File: config.mk
export PLATFORM = sky130hd
export DESIGN_NAME = amo_seq_flat
export DESIGN_NICKNAME = d
export VERILOG_FILES = /design/src/rtl/a_ext_pkg.sv /design/src/rtl/amo_seq_if.sv /design/src/rtl/amo_resv.sv /design/src/rtl/amo_seq.sv /design/src/flat_wrapper.sv
export SDC_FILE = /design/constraint.sdc
export NUM_CORES = 1
export LEC_CHECK = 0
export ABC_CLOCK_PERIOD_IN_PS = 7710
export CAP_MARGIN = 20
export CORE_ASPECT_RATIO = 1.75
export CORE_MARGIN = 2
export CORE_UTILIZATION = 48
export CTS_CLUSTER_DIAMETER = 60
export DETAILED_ROUTE_END_ITERATION = 8
export MAX_ROUTING_LAYER = met4
export PLACE_DENSITY = 0.86
export SYNTH_ARGS = -nofsm -noshare
export SYNTH_HDL_FRONTEND = slang
export SYNTH_HIERARCHICAL = 1
export SYNTH_SLANG_ARGS = --single-unit
File: constraint.sdc
create_clock -name clk -period 7.71 [get_ports clk]
set_clock_uncertainty 0.2 [all_clocks]
set_input_delay 0.771 -clock clk [delete_from_list [all_inputs] [get_ports clk]]
set_output_delay 0.771 -clock clk [all_outputs]
set_load 0.05 [all_outputs]
File: src/rtl/a_ext_pkg.sv
// Shared A-extension types: AMO opcodes (also used by the amo unit), sequencer states, SC result codes.
// Latency: n/a (types and constants only).
// Backpressure: n/a.
package a_ext_pkg;

   // Encodings follow the RISC-V funct5 field of the AMO instruction.
   typedef enum logic [4:0] {
      AMO_ADD  = 5'b00000,
      AMO_SWAP = 5'b00001,
      AMO_LR   = 5'b00010,
      AMO_SC   = 5'b00011,
      AMO_XOR  = 5'b00100,
      AMO_OR   = 5'b01000,
      AMO_AND  = 5'b01100,
      AMO_MIN  = 5'b10000,
      AMO_MAX  = 5'b10100,
      AMO_MINU = 5'b11000,
      AMO_MAXU = 5'b11100
   } type_amo_ops_e;

   typedef enum logic [2:0] {
      SEQ_IDLE  = 3'd0,
      SEQ_CHECK = 3'd1,
      SEQ_RD    = 3'd2,
      SEQ_CALC  = 3'd3,
      SEQ_WR    = 3'd4,
      SEQ_RESP  = 3'd5
   } type_amo_seq_state_e;

   // Value returned in rd by a store-conditional.
   localparam int AMO_SC_PASS = 0;
   localparam int AMO_SC_FAIL = 1;

   // Word ops only: the two address LSBs must be clear.
   function automatic logic is_word_aligned(input logic [1:0] lsb);
      return lsb == 2'b00;
   endfunction

endpackage

File: src/rtl/amo_seq_if.sv
// LSU request/response, data-bus and amo-unit signals of the atomic sequencer.
// Latency: n/a (wiring only).
// Backpressure: bus_req_o held until bus_ack_i; amo unit answers amo_req_o with amo_valid_i.
interface amo_seq_if #(
   parameter int ADDR_W = 32,
   parameter int DATA_W = 32
);
   // LSU side
   logic              req_i;
   logic [4:0]        op_i;
   logic [ADDR_W-1:0] addr_i;
   logic [DATA_W-1:0] rs2_i;
   logic              snoop_st_i;
   logic [ADDR_W-1:0] snoop_addr_i;
   logic              busy_o;
   logic              done_o;
   logic              err_o;
   logic [DATA_W-1:0] rd_data_o;
   // data bus
   logic              bus_req_o;
   logic              bus_we_o;
   logic [ADDR_W-1:0] bus_addr_o;
   logic [DATA_W-1:0] bus_wdata_o;
   logic              bus_ack_i;
   logic [DATA_W-1:0] bus_rdata_i;
   // amo unit
   logic              amo_req_o;
   logic [4:0]        amo_op_o;
   logic [DATA_W-1:0] amo_rdata_o;
   logic [DATA_W-1:0] amo_rs2_o;
   logic              amo_valid_i;
   logic [DATA_W-1:0] amo_result_i;

   // master: the sequencer itself
   modport master (
      input  req_i, op_i, addr_i, rs2_i, snoop_st_i, snoop_addr_i,
      output busy_o, done_o, err_o, rd_data_o,
      output bus_req_o, bus_we_o, bus_addr_o, bus_wdata_o,
      input  bus_ack_i, bus_rdata_i,
      output amo_req_o, amo_op_o, amo_rdata_o, amo_rs2_o,
      input  amo_valid_i, amo_result_i
   );

   // slave: LSU, memory and amo unit surrounding the sequencer
   modport slave (
      output req_i, op_i, addr_i, rs2_i, snoop_st_i, snoop_addr_i,
      input  busy_o, done_o, err_o, rd_data_o,
      input  bus_req_o, bus_we_o, bus_addr_o, bus_wdata_o,
      output bus_ack_i, bus_rdata_i,
      input  amo_req_o, amo_op_o, amo_rdata_o, amo_rs2_o,
      output amo_valid_i, amo_result_i
   );
endinterface

File: src/rtl/amo_resv.sv
// LR/SC reservation: one valid bit plus word address, set by LR, cleared by SC/error/matching snoop.
// Latency: set/clear visible on hit_o the cycle after the request.
// Backpressure: none; a snoop in the same cycle as a set wins (reservation ends invalid).
module amo_resv #(
   parameter int WA = 30
) (
   input  logic          clk,
   input  logic          rst_n,
   input  logic          set_i,
   input  logic [WA-1:0] set_addr_i,
   input  logic          clr_i,
   input  logic          snoop_st_i,
   input  logic [WA-1:0] snoop_addr_i,
   input  logic [WA-1:0] chk_addr_i,
   output logic          hit_o
);
   logic          vld_q, vld_d;
   logic [WA-1:0] addr_q, addr_d;

   // Next reservation: set first, then clear/snoop override so clear always wins.
   always_comb begin
      vld_d  = vld_q;
      addr_d = addr_q;
      if (set_i) begin
         vld_d  = 1'b1;
         addr_d = set_addr_i;
      end
      if (clr_i) begin
         vld_d = 1'b0;
      end
      if (snoop_st_i && (snoop_addr_i == addr_d)) begin
         vld_d = 1'b0;
      end
   end

   // Reservation register; reset leaves it invalid.
   always_ff @(posedge clk) begin
      if (rst_n) begin
         vld_q  <= 1'b0;
         addr_q <= '0;
      end else begin
         vld_q  <= vld_d;
         addr_q <= addr_d;
      end
   end

   assign hit_o = vld_q && (chk_addr_i == addr_q);
endmodule

File: src/rtl/amo_seq.sv
// Atomic sequencer: runs read / amo-unit / write-back on the data bus for one LR, SC or AMO at a time.
// Latency: AMO 5 cycles req->done with zero-wait bus and amo unit; LR 3; SC fail or misaligned 2.
// Backpressure: req_i ignored while busy_o; waits on bus_ack_i/amo_valid_i (bounded when AMO_SEQ_TIMEOUT_EN is defined).
module amo_seq
   import a_ext_pkg::*;
#(
   parameter int ADDR_W      = 32,
   parameter int DATA_W      = 32,
   parameter int TIMEOUT_CYC = 64
) (
   input logic       clk,
   input logic       rst_n,   // active-high synchronous reset
   amo_seq_if.master io
);
   localparam int WA = ADDR_W - 2;

   type_amo_seq_state_e state_q, state_d;
   type_amo_ops_e       op_q, op_d;
   logic [ADDR_W-1:0]   addr_q, addr_d;
   logic [DATA_W-1:0]   rs2_q, rs2_d;
   logic [DATA_W-1:0]   rdata_q, rdata_d;
   logic [DATA_W-1:0]   wdata_q, wdata_d;
   logic [DATA_W-1:0]   rd_q, rd_d;
   logic                err_q, err_d;
   logic                amo_first_q, amo_first_d;
   logic                misaligned;
   logic                resv_hit;
   logic                resv_set;
   logic                resv_clr;
   logic                timeout;
   logic                unused_snoop_lsb;

   assign misaligned       = !is_word_aligned(addr_q[1:0]);
   assign unused_snoop_lsb = ^io.snoop_addr_i[1:0];

`ifdef AMO_SEQ_TIMEOUT_EN
   localparam int WD_W = (TIMEOUT_CYC > 1) ? $clog2(TIMEOUT_CYC) : 1;
   logic [WD_W-1:0] wd_q, wd_d;
   logic            waiting;

   assign waiting = (((state_q == SEQ_RD) || (state_q == SEQ_WR)) && !io.bus_ack_i) ||
                    ((state_q == SEQ_CALC) && !io.amo_valid_i);
   assign timeout = waiting && (wd_q == WD_W'(TIMEOUT_CYC - 1));

   // Watchdog counts cycles spent in a waiting state; restarts on every state entry.
   always_comb begin
      wd_d = '0;
      if ((state_d == state_q) &&
          ((state_q == SEQ_RD) || (state_q == SEQ_CALC) || (state_q == SEQ_WR))) begin
         wd_d = wd_q + 1'b1;
      end
   end

   // Watchdog register.
   always_ff @(posedge clk) begin
      if (rst_n) wd_q <= '0;
      else       wd_q <= wd_d;
   end
`else
   localparam int unused_timeout_cyc = TIMEOUT_CYC;
   assign timeout = 1'b0;
`endif

   // State register.
   always_ff @(posedge clk) begin
      if (rst_n) state_q <= SEQ_IDLE;
      else       state_q <= state_d;
   end

   // Next-state logic; an expired watchdog overrides any wait.
   always_comb begin
      state_d = state_q;
      unique case (state_q)
         SEQ_IDLE:  if (io.req_i) state_d = SEQ_CHECK;
         SEQ_CHECK: begin
            if (misaligned)          state_d = SEQ_RESP;
            else if (op_q == AMO_SC) state_d = resv_hit ? SEQ_WR : SEQ_RESP;
            else                     state_d = SEQ_RD;
         end
         SEQ_RD:    if (io.bus_ack_i) state_d = (op_q == AMO_LR) ? SEQ_RESP : SEQ_CALC;
         SEQ_CALC:  if (io.amo_valid_i) state_d = SEQ_WR;
         SEQ_WR:    if (io.bus_ack_i) state_d = SEQ_RESP;
         SEQ_RESP:  state_d = SEQ_IDLE;
         default:   state_d = SEQ_IDLE;
      endcase
      if (timeout) state_d = SEQ_RESP;
   end

   // Transaction datapath: latch request, read data, amo result and the rd value.
   always_comb begin
      op_d        = op_q;
      addr_d      = addr_q;
      rs2_d       = rs2_q;
      rdata_d     = rdata_q;
      wdata_d     = wdata_q;
      rd_d        = rd_q;
      err_d       = err_q;
      unique case (state_q)
         SEQ_IDLE: begin
            if (io.req_i) begin
               op_d   = type_amo_ops_e'(io.op_i);
               addr_d = io.addr_i;
               rs2_d  = io.rs2_i;
               rd_d   = '0;
               err_d  = 1'b0;
            end
         end
         SEQ_CHECK: begin
            if (misaligned) begin
               err_d = 1'b1;
            end else if (op_q == AMO_SC) begin
               wdata_d = rs2_q;
               rd_d    = resv_hit ? DATA_W'(AMO_SC_PASS) : DATA_W'(AMO_SC_FAIL);
            end
         end
         SEQ_RD: begin
            if (io.bus_ack_i) begin
               rdata_d = io.bus_rdata_i;
               rd_d    = io.bus_rdata_i;
            end
         end
         SEQ_CALC: if (io.amo_valid_i) wdata_d = io.amo_result_i;
         default: ;
      endcase
      if (timeout) begin
         err_d = 1'b1;
         rd_d  = '0;
      end
      amo_first_d = (state_d == SEQ_CALC) && (state_q != SEQ_CALC);
   end

   // Datapath registers.
   always_ff @(posedge clk) begin
      if (rst_n) begin
         op_q        <= AMO_ADD;
         addr_q      <= '0;
         rs2_q       <= '0;
         rdata_q     <= '0;
         wdata_q     <= '0;
         rd_q        <= '0;
         err_q       <= 1'b0;
         amo_first_q <= 1'b0;
      end else begin
         op_q        <= op_d;
         addr_q      <= addr_d;
         rs2_q       <= rs2_d;
         rdata_q     <= rdata_d;
         wdata_q     <= wdata_d;
         rd_q        <= rd_d;
         err_q       <= err_d;
         amo_first_q <= amo_first_d;
      end
   end

   // Reservation is taken on the LR read ack and dropped when an SC or an errored op completes.
   assign resv_set = (state_q == SEQ_RD) && io.bus_ack_i && (op_q == AMO_LR);
   assign resv_clr = (state_q == SEQ_RESP) && ((op_q == AMO_SC) || err_q);

   amo_resv #(.WA(WA)) u_resv (
      .clk          (clk),
      .rst_n        (rst_n),
      .set_i        (resv_set),
      .set_addr_i   (addr_q[ADDR_W-1:2]),
      .clr_i        (resv_clr),
      .snoop_st_i   (io.snoop_st_i),
      .snoop_addr_i (io.snoop_addr_i[ADDR_W-1:2]),
      .chk_addr_i   (addr_q[ADDR_W-1:2]),
      .hit_o        (resv_hit)
   );

   // Outputs decoded from state and registered datapath; bus fields held while bus_req_o is up.
   always_comb begin
      io.busy_o      = (state_q != SEQ_IDLE) && (state_q != SEQ_RESP);
      io.done_o      = (state_q == SEQ_RESP);
      io.err_o       = (state_q == SEQ_RESP) && err_q;
      io.rd_data_o   = (state_q == SEQ_RESP) ? rd_q : '0;
      io.bus_req_o   = (state_q == SEQ_RD) || (state_q == SEQ_WR);
      io.bus_we_o    = (state_q == SEQ_WR);
      io.bus_addr_o  = io.bus_req_o ? {addr_q[ADDR_W-1:2], 2'b00} : '0;
      io.bus_wdata_o = (state_q == SEQ_WR) ? wdata_q : '0;
      io.amo_req_o   = amo_first_q;
      io.amo_op_o    = op_q;
      io.amo_rdata_o = rdata_q;
      io.amo_rs2_o   = rs2_q;
   end
endmodule

File: src/flat_wrapper.sv
// flat-port wrapper written by rule: the top's interface ports become plain ports
module amo_seq_flat import a_ext_pkg::*;
#(
   parameter int ADDR_W      = 32,
   parameter int DATA_W      = 32,
   parameter int TIMEOUT_CYC = 64
)
  (clk, rst_n, io_req_i, io_op_i, io_addr_i, io_rs2_i, io_snoop_st_i, io_snoop_addr_i, io_busy_o, io_done_o, io_err_o, io_rd_data_o, io_bus_req_o, io_bus_we_o, io_bus_addr_o, io_bus_wdata_o, io_bus_ack_i, io_bus_rdata_i, io_amo_req_o, io_amo_op_o, io_amo_rdata_o, io_amo_rs2_o, io_amo_valid_i, io_amo_result_i);
  amo_seq_if #(.ADDR_W(ADDR_W), .DATA_W(DATA_W)) io_i ();
  input logic clk;
  input logic rst_n;
  input wire logic [$bits(io_i.req_i)-1:0] io_req_i;
  input wire logic [$bits(io_i.op_i)-1:0] io_op_i;
  input wire logic [$bits(io_i.addr_i)-1:0] io_addr_i;
  input wire logic [$bits(io_i.rs2_i)-1:0] io_rs2_i;
  input wire logic [$bits(io_i.snoop_st_i)-1:0] io_snoop_st_i;
  input wire logic [$bits(io_i.snoop_addr_i)-1:0] io_snoop_addr_i;
  output wire logic [$bits(io_i.busy_o)-1:0] io_busy_o;
  output wire logic [$bits(io_i.done_o)-1:0] io_done_o;
  output wire logic [$bits(io_i.err_o)-1:0] io_err_o;
  output wire logic [$bits(io_i.rd_data_o)-1:0] io_rd_data_o;
  output wire logic [$bits(io_i.bus_req_o)-1:0] io_bus_req_o;
  output wire logic [$bits(io_i.bus_we_o)-1:0] io_bus_we_o;
  output wire logic [$bits(io_i.bus_addr_o)-1:0] io_bus_addr_o;
  output wire logic [$bits(io_i.bus_wdata_o)-1:0] io_bus_wdata_o;
  input wire logic [$bits(io_i.bus_ack_i)-1:0] io_bus_ack_i;
  input wire logic [$bits(io_i.bus_rdata_i)-1:0] io_bus_rdata_i;
  output wire logic [$bits(io_i.amo_req_o)-1:0] io_amo_req_o;
  output wire logic [$bits(io_i.amo_op_o)-1:0] io_amo_op_o;
  output wire logic [$bits(io_i.amo_rdata_o)-1:0] io_amo_rdata_o;
  output wire logic [$bits(io_i.amo_rs2_o)-1:0] io_amo_rs2_o;
  input wire logic [$bits(io_i.amo_valid_i)-1:0] io_amo_valid_i;
  input wire logic [$bits(io_i.amo_result_i)-1:0] io_amo_result_i;
  assign io_i.req_i = io_req_i;
  assign io_i.op_i = io_op_i;
  assign io_i.addr_i = io_addr_i;
  assign io_i.rs2_i = io_rs2_i;
  assign io_i.snoop_st_i = io_snoop_st_i;
  assign io_i.snoop_addr_i = io_snoop_addr_i;
  assign io_busy_o = io_i.busy_o;
  assign io_done_o = io_i.done_o;
  assign io_err_o = io_i.err_o;
  assign io_rd_data_o = io_i.rd_data_o;
  assign io_bus_req_o = io_i.bus_req_o;
  assign io_bus_we_o = io_i.bus_we_o;
  assign io_bus_addr_o = io_i.bus_addr_o;
  assign io_bus_wdata_o = io_i.bus_wdata_o;
  assign io_i.bus_ack_i = io_bus_ack_i;
  assign io_i.bus_rdata_i = io_bus_rdata_i;
  assign io_amo_req_o = io_i.amo_req_o;
  assign io_amo_op_o = io_i.amo_op_o;
  assign io_amo_rdata_o = io_i.amo_rdata_o;
  assign io_amo_rs2_o = io_i.amo_rs2_o;
  assign io_i.amo_valid_i = io_amo_valid_i;
  assign io_i.amo_result_i = io_amo_result_i;
  amo_seq #(.ADDR_W(ADDR_W), .DATA_W(DATA_W), .TIMEOUT_CYC(TIMEOUT_CYC)) u_core (.clk(clk), .rst_n(rst_n), .io(io_i));
endmodule
# Yosys cells after proc, flatten, opt, wreduce, memory -nomap -nowiden
# Cells that the tools add are included.
# word_totals
regBits	201
inputBits	171
wordCells	77
# op_classes
eq_ne	18
n_mux	26
n_reduce_logical	22
# ops
op	n
32-bit 2-to-1 mux	10
32-bit one-hot mux with 3 select lines	1
32-bit one-hot mux with 2 select lines	1
30-bit equality test	2
30-bit 2-to-1 mux	1
3-bit 2-to-1 mux	7
3-bit one-hot mux with 5 select lines	1
5-bit by 2-bit equality test with 1-bit output, second input constant	2
3-bit by 2-bit equality test with 1-bit output, second input constant	3
1-bit logical AND	8
2-bit inequality test, second input constant	4
3-bit equality test, second input constant	2
3-bit nonzero test	2
5-bit AND reduction	1
1-bit 2-to-1 mux	4
2-bit by 1-bit inequality test with 1-bit output, second input constant	2
2-bit AND reduction	2
4-bit AND reduction	1
2-bit nonzero test	2
3-bit by 1-bit equality test with 1-bit output, second input constant	1
3-bit zero test	1
3-bit by 2-bit inequality test with 1-bit output, second input constant	1
3-bit inequality test, second input constant	1
3-bit AND reduction	1
other kinds (4)	5

# Longest topological paths before layout
# Gate-level depths: netlist of run 1.
# depth
word_depth	8
depth_mapped	12
mapped_depth_nobuf	9

# Hierarchy
# Netlist of run 1, hierarchy kept.
# by_module_without_submodules
mod	n_inst	cells_each	area_each_um2
amo_seq	1	895	7423.4
amo_resv	1	180	1770.4

# Worst setup path before layout of run 1
# No wires, ideal clock.
# synth_path
path_type	reg-to-output
startpoint	register u_core.state_q[1]
endpoint	output port io_rd_data_o[22]
t_arrival_ns	2.012
required_ns	6.739
setup_slack_ns	4.727
stages_incl_launch_ff	7
path_buffers	3
cell_sequence	dfxtp_1 -> buf_4 -> inv_1 -> and3_1 -> clkbuf_1 -> clkbuf_1 -> and2_1
# synth_via
elab_chain_len	2
# synth_rtl
element	line	source
from (decl)	amo_seq.sv:17	type_amo_seq_state_e state_q, state_d;
from (signal assigned)	amo_seq.sv:67	else state_q <= state_d;
3-bit equality test	--	
named net io_done_o	flat_wrapper.sv:19	output wire logic [$bits(io_i.done_o)-1:0] io_done_o;
32-bit 2-to-1 mux	amo_seq.sv:176	io.rd_data_o = (state_q == SEQ_RESP) ? rd_q : '0;
to (decl)	flat_wrapper.sv:21	output wire logic [$bits(io_i.rd_data_o)-1:0] io_rd_data_o;
# The timed path passes the listed nets, and every way through them passes these cells.

# Worst setup path in the final report of run 1
# layout_path
startpoint	register u_core.state_q[1]
endpoint	output port io_bus_addr_o[8]
# layout_via
elab_chain_len	3
word_cells_on_any_way	4
# layout_rtl
element	line	source
3-bit by 2-bit equality test with 1-bit output / 3-bit equality test (equally long branches)	amo_seq.sv:177	io.bus_req_o = (state_q == SEQ_RD) || (state_q == SEQ_WR);
1-bit logical OR (*)	amo_seq.sv:177	
32-bit 2-to-1 mux (*)	amo_seq.sv:179	io.bus_addr_o = io.bus_req_o ? {addr_q[ADDR_W-1:2], 2'b00} : '0;
to (decl)	flat_wrapper.sv:24	output wire logic [$bits(io_i.bus_addr_o)-1:0] io_bus_addr_o;
# Every way passes the cells marked *; elsewhere a longest branch is shown, timed or not.

==> impl_metrics.ini, run 1 <==
[cts]
insertion_delay_ns = 0.49
post_cts_buffers = 0
clkTransAtPathRegs_ns = 0.06
numCtsBuffers = 20
cts_tree = built
hold_buffers = 0
cts_resized = 0
cts.sinks = 201
cts_root_buffer = clkbuf_16
htree_levels = 1
clock_path_buffers = 3

[sta]
layout_min_cycle_time_ns = 3.91
rsz0062_at_grt = no
timing.fmax_ghz = 0.256
hold_viol_final = 0
fin_crit_sh_pct = 50.8
setup_viol = 0
fin_ws_ns = 3.80
finalSetupTns_ns = 0
worst_pin_slew_ns = 1.01
slew-limit-headroom_pct = 32.9
drv_slew = 0

[logic_synthesis]
syn-cell-area_um2 = 9190
synthTopCellsByCount = nand2_1, dfxtp_1, a21oi_1
synth.ff_latch_count = 201
synth_ff_type = dfxtp_1
synth_edf_count = 0
ys_types = 51
synth_area_per_cell_um2 = 8.55
synth_area_leaders = dfxtp_1, mux2i_1, nand2_1
synth_most_common_cell = nand2_1
netlist_instances = 1075
ys_seq_area_share_pct = 43.8
synth-async-reset-ratio_pct = 0
yosys_warnings = 6
synth_top_area_share_pct = 43.8
synth_largest_area_cell = dfxtp_1

[detailed_routing]
drtPass1Iterations = 5
wire_per_inst_um = 17.7
drt_iter0_markers = 528
drc = 0
ant_nets = 0
num_vias = 8554
routed_wl_um = 28500
via_per_inst = 5.29

[placed_design]
place_hpwl_um = 20200
place_area_um2 = 12500
post-place-ws_ns = 3.47
portBuffers = 337
gp_congestion = 0.865

[floorplanning]
start_util_pct = 48.5
die-height_um = 187
io_pins = 342
fp.dieArea_um2 = 20300
num_rows = 67
coreArea_um2 = 18900
dieWidth_um = 109

[flow_run]
drv_cap = 0

[grt]
grt_overflow = 0
grt_usage_pct = 28.3
grt_max_degree = 115
grt_pass1_wl_um = 44400
antenna_found_initial = 2
grt_pass1_vias = 8609

[power]
power_leakage_nw = 4.92
ir_drop_v = 0.000220
total_power_w = 0.00298
p_per_area_nw_per_um2 = 226

[worst_hold_path]
min_path_type = register to register

[critical_path]
cp_max_fo = 21
endpoint_kind = output port
arrival_ns = 2.94
required_ns = 6.74
critPathKind = register to output port
startpoint_type = register

[layout]
design_area_um2 = 13200
drive_gt1_share_pct = 4.15
syn2layout_area_growth_pct = 43.4
nNetsFinal = 1535

[status]
outcome = completed
## report_power, final
group	leakage [nW]	total (W)	internal, W	switching, W
Combinational	2.99	0.000843	0.000324	0.000520
Clock	0.293	0.000935	0.000540	0.000396
Sequential	1.63	0.00120	0.00112	0.0000774
Total	4.92	0.00298	0.00198	0.000993
## worst max-delay path, cell delays in order (launching register included)
cell	delay, ns
dfxtp_1	0.68
xnor2_1	0.14
nor2_2	0.40
buf_8	0.23
and2_1	0.15
clkdlybuf4s50_1	0.82
## state kept, by name, summed over array words and instances (netlist names)
signal,flops
u_core/io.amo_rdata_o,32
u_core/io.amo_rs2_o,32
u_core/rd_q,32
u_core/io.amo_req_o,1
u_core/io.amo_op_o,5
u_core/err_q,1
u_core/u_resv/vld_q,1
u_core/u_resv/addr_q,30
u_core/addr_q,32
u_core/wdata_q,32
u_core/state_q,3
## routing by layer
metal,wire [um],part of all wire (%),global-route usage [%]
met1,10500,37,31.3
met2,14700,52,48.5
met4,1480,5.2,13.0
met5,0,0,-
met3,1890,6.6,5.05
## cell type report
type                    instances  area (um2)
flip-flops and latches        201        4020
diodes                          2        5.00
repair buffers                351        3550
clock buffers                  29         566
clock inverters                 2        38.8
well taps                     241         302
inverters                       4        15.0
fillers                      1501        5760
multi-input cells             786        4680
## metrics by stage
stage	hold WS, ns	cells	util (%)
4_1_cts	0.254	1611	69.2
2_1_floorplan	0.244	1076	-
5_1_grt	0.273	1616	69.6
3_3_place_gp	0.241	1578	65.8
3_5_place_dp	0.246	1580	66.0
6_report	0.255	1616	69.6
## cells in the final DEF (no fill, tap or decap), types with 3 or more instances in the layout
master	synthesis	final
clkdlybuf4s50_1	0	336
inv_1	3	3
xnor2_1	27	27
dfxtp_1	201	201
nand2b_1	32	32
and3_1	35	33
a31oi_1	4	4
nand3_1	4	3
mux2i_1	93	93
xor2_1	34	34
nand2_1	237	237
nand4_1	15	15
buf_4	3	9
clkbuf_1	43	7
a211oi_1	32	32
and2_1	65	65
a21oi_1	136	136
nor4_1	4	4
nor2_1	35	34
clkbuf_16	0	22
## logic make-up (layout without fill, tap and decap cells)
kind of cell	Yosys count	after routing	synth area share, %
mux	94	94	10.2
xor+xnor	61	61	5.81
flops	201	201	43.8
other cells	1	4	0.0408
compound gates	182	182	11.3
simple gates	447	447	23.4
buf+inv	89	386	5.46
## worst paths after layout
path / startpoint / to / slack (ns) / cells past startpoint
setup / recovery: u_core/state_q[1] / io_bus_addr_o[8] / 3.80 / 5
hold reg to reg: u_core/io.amo_rdata_o[29] / u_core/io.amo_rdata_o[29] / 0.25 / 2
hold / removal: u_core/io.amo_rdata_o[29] / u_core/io.amo_rdata_o[29] / 0.25 / 2
setup reg to reg: u_core/state_q[1] / u_core/u_resv/vld_q / 3.91 / 10
No activity file was read; power rests on OpenSTA's default activity.
==> run 2, diff against run 1 <==
--- a/config.mk
+++ b/config.mk
@@ -5,15 +5,15 @@
 export SDC_FILE = /design/constraint.sdc
 export NUM_CORES = 1
 export LEC_CHECK = 0
-export ABC_CLOCK_PERIOD_IN_PS = 7710
+export ABC_CLOCK_PERIOD_IN_PS = 3740
 export CAP_MARGIN = 20
 export CORE_ASPECT_RATIO = 1.75
 export CORE_MARGIN = 2
-export CORE_UTILIZATION = 48
+export CORE_UTILIZATION = 45
 export CTS_CLUSTER_DIAMETER = 60
 export DETAILED_ROUTE_END_ITERATION = 8
 export MAX_ROUTING_LAYER = met4
-export PLACE_DENSITY = 0.86
+export PLACE_DENSITY = 0.81
 export SYNTH_ARGS = -nofsm -noshare
 export SYNTH_HDL_FRONTEND = slang
 export SYNTH_HIERARCHICAL = 1
==> constraint.sdc (replaced) <==
create_clock -name clk -period 3.74 [get_ports clk]
set_clock_uncertainty 0.2 [all_clocks]
set_input_delay 0.374 -clock clk [delete_from_list [all_inputs] [get_ports clk]]
set_output_delay 0.374 -clock clk [all_outputs]
set_load 0.05 [all_outputs]
==> impl_metrics.ini, run 2 (same netlist as run 1, synthesis figures left out) <==
[sta]
slew-limit-headroom_pct = 40.5
hold_viol_final = 0
drv_slew = 0
fin_crit_sh_pct = 89.3
setup_viol = 0
worst_pin_slew_ns = 0.891
finalSetupTns_ns = 0
rsz0062_at_grt = no
fin_ws_ns = 0.400
timing.fmax_ghz = 0.299
layout_min_cycle_time_ns = 3.34
whs_ns = 0.221

[flow_run]
drv_cap = 0

[grt]
grt_overflow = 0
grt_usage_pct = 26.0
grt_max_degree = 102
grt_pass1_vias = 8256
antenna_found_initial = 1
grt_pass1_wl_um = 44000

[critical_path]
r2r_start = u_core/state_q[0]
endpoint_kind = output port
reg2regPathDepth = 10
r2r_setup_slack_ns = 0.57
cp_max_fo = 38
arrival_ns = 2.77
startpoint_type = register
critPathKind = register to output port
required_ns = 3.17
r2r_end = u_core/u_resv/vld_q

[power]
power_frac_seq_pct = 39.4
p_int_w = 0.00415
switching_power_w = 0.00207
power_leakage_nw = 5.04
comb_power_share_pct = 28.1
total_power_w = 0.00622
p_per_area_nw_per_um2 = 472
ir_drop_v = 0.000440
swShare_pct = 33.3
clock_power_share_pct = 32.6

[cts]
cts_resized = 0
cts_tree = built
clkTransAtPathRegs_ns = 0.07
cts_root_buffer = clkbuf_16
htree_levels = 1
cts.sinks = 201
insertion_delay_ns = 0.50
hold_buffers = 0
clock_path_buffers = 3
numCtsBuffers = 20
post_cts_buffers = 0

[detailed_routing]
ant_nets = 0
highest_layer = met4
routed_wl_um = 29000
drtPass1Iterations = 5
wl_met2_um = 15500
via_per_inst = 5.18
drc = 0
wl_met1_um = 11100
drt_iter0_markers = 517
dr_wl_met3_um = 1480
wire_per_inst_um = 17.8
num_vias = 8471

[placed_design]
portBuffers = 337
gp_congestion = 0.890
place_hpwl_um = 20900
post-place-ws_ns = 0.502

[status]
outcome = completed

[layout]
nNetsFinal = 1542
n_fill_cell = 1697
mostFrequentLayoutCell = clkdlybuf4s50_1
syn2layout_area_growth_pct = 43.4
mostFrequentLayoutCells = clkdlybuf4s50_1, nand2_1, dfxtp_1
drive_gt1_share_pct = 7.51
fin_util_pct = 65.2

[floorplanning]
start_util_pct = 45.5
coreArea_um2 = 20200
num_rows = 69
die-height_um = 193
fp.dieArea_um2 = 21600
dieWidth_um = 112
io_pins = 342

[worst_hold_path]
hold_start = rst_n
min_to = u_core/io.amo_rdata_o[6]
min_path_type = primary input to register
hold_depth = 2
run 2: changes by cell type in the layout (fill, tap and decap cells not counted):
| cell | before | now |
|---|---|---|
| clkdlybuf4s50_1 | 336 | 302 |
| buf_4 | 9 | 51 |
| clkbuf_16 | 22 | 21 |
| buf_12 | 0 | 3 |
| clkbuf_1 | 7 | 5 |
| buf_8 | 2 | 1 |
| buf_16 | 2 | 0 |
| inv_6 | 1 | 0 |
| clkinv_2 | 0 | 4 |
| clkbuf_8 | 1 | 4 |
run 2: critical path, stage by stage, from the launching register on:
cell and delay (ns):
dfxtp_1 0.36, buf_4 0.34, xnor2_1 0.15, nor2_2 0.09, buf_4 0.28, and2_1 0.19
clkdlybuf4s50_1 0.84
run 2: through the flow:
stage | instances | cell area [um2]
after floorplan | 1076 | 9200
after global placement | 1596 | 12500
after detailed placement | 1597 | 12500
after CTS | 1632 | 13200
after global routing | 1633 | 13200
final | 1634 | 13200
run 2: power by group through the flow:
stage	Sequential [W]	Combinational [W]	Clock, W
after CTS	0.00245	0.00175	0.00206
after detailed placement	0.00250	0.00174	0
after floorplan	0.00270	0.000945	0
after global placement	0.00249	0.00172	0
final	0.00245	0.00175	0.00203
after global routing	0.00247	0.00187	0.00214
run 2: layout make-up:
cell class                      count  area, um2  share of cell area (%)
Tap cell                          248        310                    2.35
Inverter                            4       15.0                   0.114
Clock inverter                      5       50.0                   0.380
Clock buffer                       30        599                    4.55
Multi-Input combinational cell    786       4680                    35.5
Sequential cell                   201       4020                    30.5
Antenna cell                        2       5.00                  0.0380
Timing Repair Buffer              358       3490                    26.5
run 2: worst max-delay path by stage:
stage,slack [ns],cells after the start,to,startpoint
2_1_floorplan,1.06,10,u_core/u_resv/vld_q,u_core/io.amo_op_o[1]
3_3_place_gp,0.59,10,u_core/u_resv/vld_q,io_bus_ack_i
3_5_place_dp,0.50,10,u_core/u_resv/vld_q,io_bus_ack_i
4_1_cts,0.39,6,io_bus_addr_o[9],u_core/state_q[2]
5_1_grt,0.24,6,io_bus_addr_o[9],u_core/state_q[2]
6_report,0.40,6,io_bus_addr_o[9],u_core/state_q[2]
run 2: per-layer routing:
metal,vias to the layer above,GRT usage [%]
met5,-,-
met4,0,9.10
met3,56,3.69
met2,300,47.3
met1,3927,29.0
li1,4188,-
==> run 3, diff against run 2 <==
--- a/config.mk
+++ b/config.mk
@@ -12,6 +12,7 @@
 export CORE_UTILIZATION = 45
 export CTS_CLUSTER_DIAMETER = 60
 export DETAILED_ROUTE_END_ITERATION = 8
+export HOLD_SLACK_MARGIN = 0.03
 export MAX_ROUTING_LAYER = met4
 export PLACE_DENSITY = 0.81
 export SYNTH_ARGS = -nofsm -noshare
==> results of run 3 <==
Same layout as run 2: the final DEF is identical, and so are final timing and power.
==> RTL change: new RTL, config.mk and constraints of run 2 <==
Build with the macro `AMO_SEQ_TIMEOUT_EN` defined.
--- a/src/rtl/amo_seq.sv
+++ b/src/rtl/amo_seq.sv
@@ -1,6 +1,8 @@
 // Atomic sequencer: runs read / amo-unit / write-back on the data bus for one LR, SC or AMO at a time.
 // Latency: AMO 5 cycles req->done with zero-wait bus and amo unit; LR 3; SC fail or misaligned 2.
 // Backpressure: req_i ignored while busy_o; waits on bus_ack_i/amo_valid_i (bounded when AMO_SEQ_TIMEOUT_EN is defined).
+`define AMO_SEQ_TIMEOUT_EN
+
 module amo_seq
    import a_ext_pkg::*;
 #(
Function: same outputs for any inputs over 4 cycles, from zero or initial values and one cycle with rst_n high; that may be too few to reach the edited logic, so the function may still have changed.
==> RTL change against run 2 <==
Sequential cell count is 6 higher. Routed wire length increased by 3.2%. Register-to-register slack better by 0.16 ns. Critical path depth did not move. Fmax grew 2.3%. Final area rose by 1.6%. Total power up 7.3%. Area after synthesis up 0.38%. Sequential share of layout area up 0.42 points. Worst hold slack got worse by 0.062 ns. Worst setup slack better by 0.076 ns. Die area is 0.37% higher.
==> RTL change: results (changes against run 2) <==
[outcome]
status=finished clean

[detailed_routing]
wl_met2_um=15600  ; +0.20%
routed_wl_um=29900  ; +3.2%
drt_iter0_drc=713  ; +38%
top_layer_used=met4
wl_met3_um=1700  ; +15%
wl_met1_um=10700  ; -3.5%
vias=8835  ; +4.3%

[clocking]
insertion_delay_ns=0.49
clk_pin_slew_ns=0.07  ; about the same
cts_root_buffer=clkbuf_16
cts_setup_buffers=0  ; unchanged
cts_resized=0  ; unchanged
htree_levels=1  ; unchanged

[grt]
grt_pass1_wl_um=46200  ; +5.1%
grt_use_total_pct=27.0  ; +1.0 points
antenna_found_initial=2  ; +1
gr-usage-met1_pct=28.5  ; -0.53 points
grt_max_degree=87  ; -15%
grt_pass1_vias=8701  ; +5.4%
gr-usage-met2_pct=47.5  ; +0.23 points
grtUsageMet3_pct=3.60  ; -0.086 points

[logic_synthesis]
ys_top_cells_by_count=273 x nand2_1, 207 x dfxtp_1, 140 x a21oi_1
avgSynthCellArea_um2=8.32  ; -2.7%
ys.flop_type=dfxtp_1
yosysWarnings=6  ; unchanged
ys_seq_area_share_pct=44.9  ; +1.1 points
synthArstFlopShare_pct=0  ; unchanged
yosys-top-cells-area=dfxtp_1 45%, nand2_1 11%, a21oi_1 7.6%
synth.distinct_cells=54  ; +5.9%

[timing]
maxSlewHeadroom_pct=27.7  ; -13 points
maxSlewViolCount=0  ; unchanged

[critical_path]
crit_fanout=31  ; -18%
cpMaxStageDelayCell=clkdlybuf4s50_1
worstPathArrival_ns=2.69  ; -0.08 ns
cpPeakStageDelay_ns=0.83

[placed_design]
dp_worst_setup_slack_ns=0.360  ; -0.142 ns
place_hpwl_um=21500  ; +2.8%
port_buffers=337  ; unchanged
dpl_cell_area_mm2=0.0127  ; +1.2%
gp_congestion=0.915  ; +2.9%

[layout]
final_cells=1673  ; +2.4%
fin_nets=1581  ; +2.5%
drive_gt1_share_pct=7.94  ; +0.43 points
final.fill_count=1663  ; -2.0%

[power]
leakagePower_nw=4.60  ; -8.8%
ir_drop_uv=390  ; -11%
netSwitchingFraction_pct=35.0  ; +1.7 points

## RTL change: final cells by class
type	instances	area, um^2	share of cell area (%)
antenna	2	5.00	0.0374
clock buffer	30	619	4.62
clock inverter	6	63.8	0.476
inverter	1	3.75	0.0280
multi-input combinational	819	4680	35.0
sequential	207	4150	31.0
tap	248	310	2.32
timing repair buffer	360	3560	26.6
## RTL change: power by group through the flow
stage	Combinational (mW)	Clock, mW	Sequential, mW
floorplan	1.02	0	2.88
global placement	1.99	0	2.63
detailed placement	2.01	0	2.64
CTS	2.02	2.12	2.59
global route	2.15	2.20	2.62
finish	2.01	2.08	2.59
## RTL change: path summary, 6_finish.rpt
check,startpoint,end,slack (ns),cells past startpoint
hold reg to reg,u_core/rd_q[0],u_core/rd_q[0],0.25,2
setup / recovery,u_core/state_q[2],io_bus_addr_o[29],0.48,6
hold / removal,rst_n,u_core/u_resv/addr_q[24],0.16,2
setup reg to reg,u_core/io.amo_op_o[4],u_core/u_resv/vld_q,0.73,9
## RTL change: worst max-delay path, delay by kind of cell (launching register included)
kind	cells	cell delay, ns
buffers and inverters	3	1.31
and+or+nand+nor	2	0.40
AOI/OAI and AO/OA	1	0.17
DFF	1	0.31
## RTL change: kinds of logic (layout without fill, tap and decap cells)
| kind of cell | count (synthesis) | count (layout) | share of synthesized area, % |
|---|---|---|---|
| flip-flops | 207 | 207 | 44.9 |
| AO/OA/AOI/OAI | 190 | 190 | 14.2 |
| adder cells (fa/ha/maj) | 1 | 1 | 0.136 |
| AND/OR/NAND/NOR | 529 | 529 | 26.4 |
| XOR/XNOR | 64 | 64 | 6.07 |
| multiplexers | 33 | 33 | 3.61 |
| buffers and inverters | 84 | 397 | 4.64 |
| other | 1 | 4 | 0.0406 |
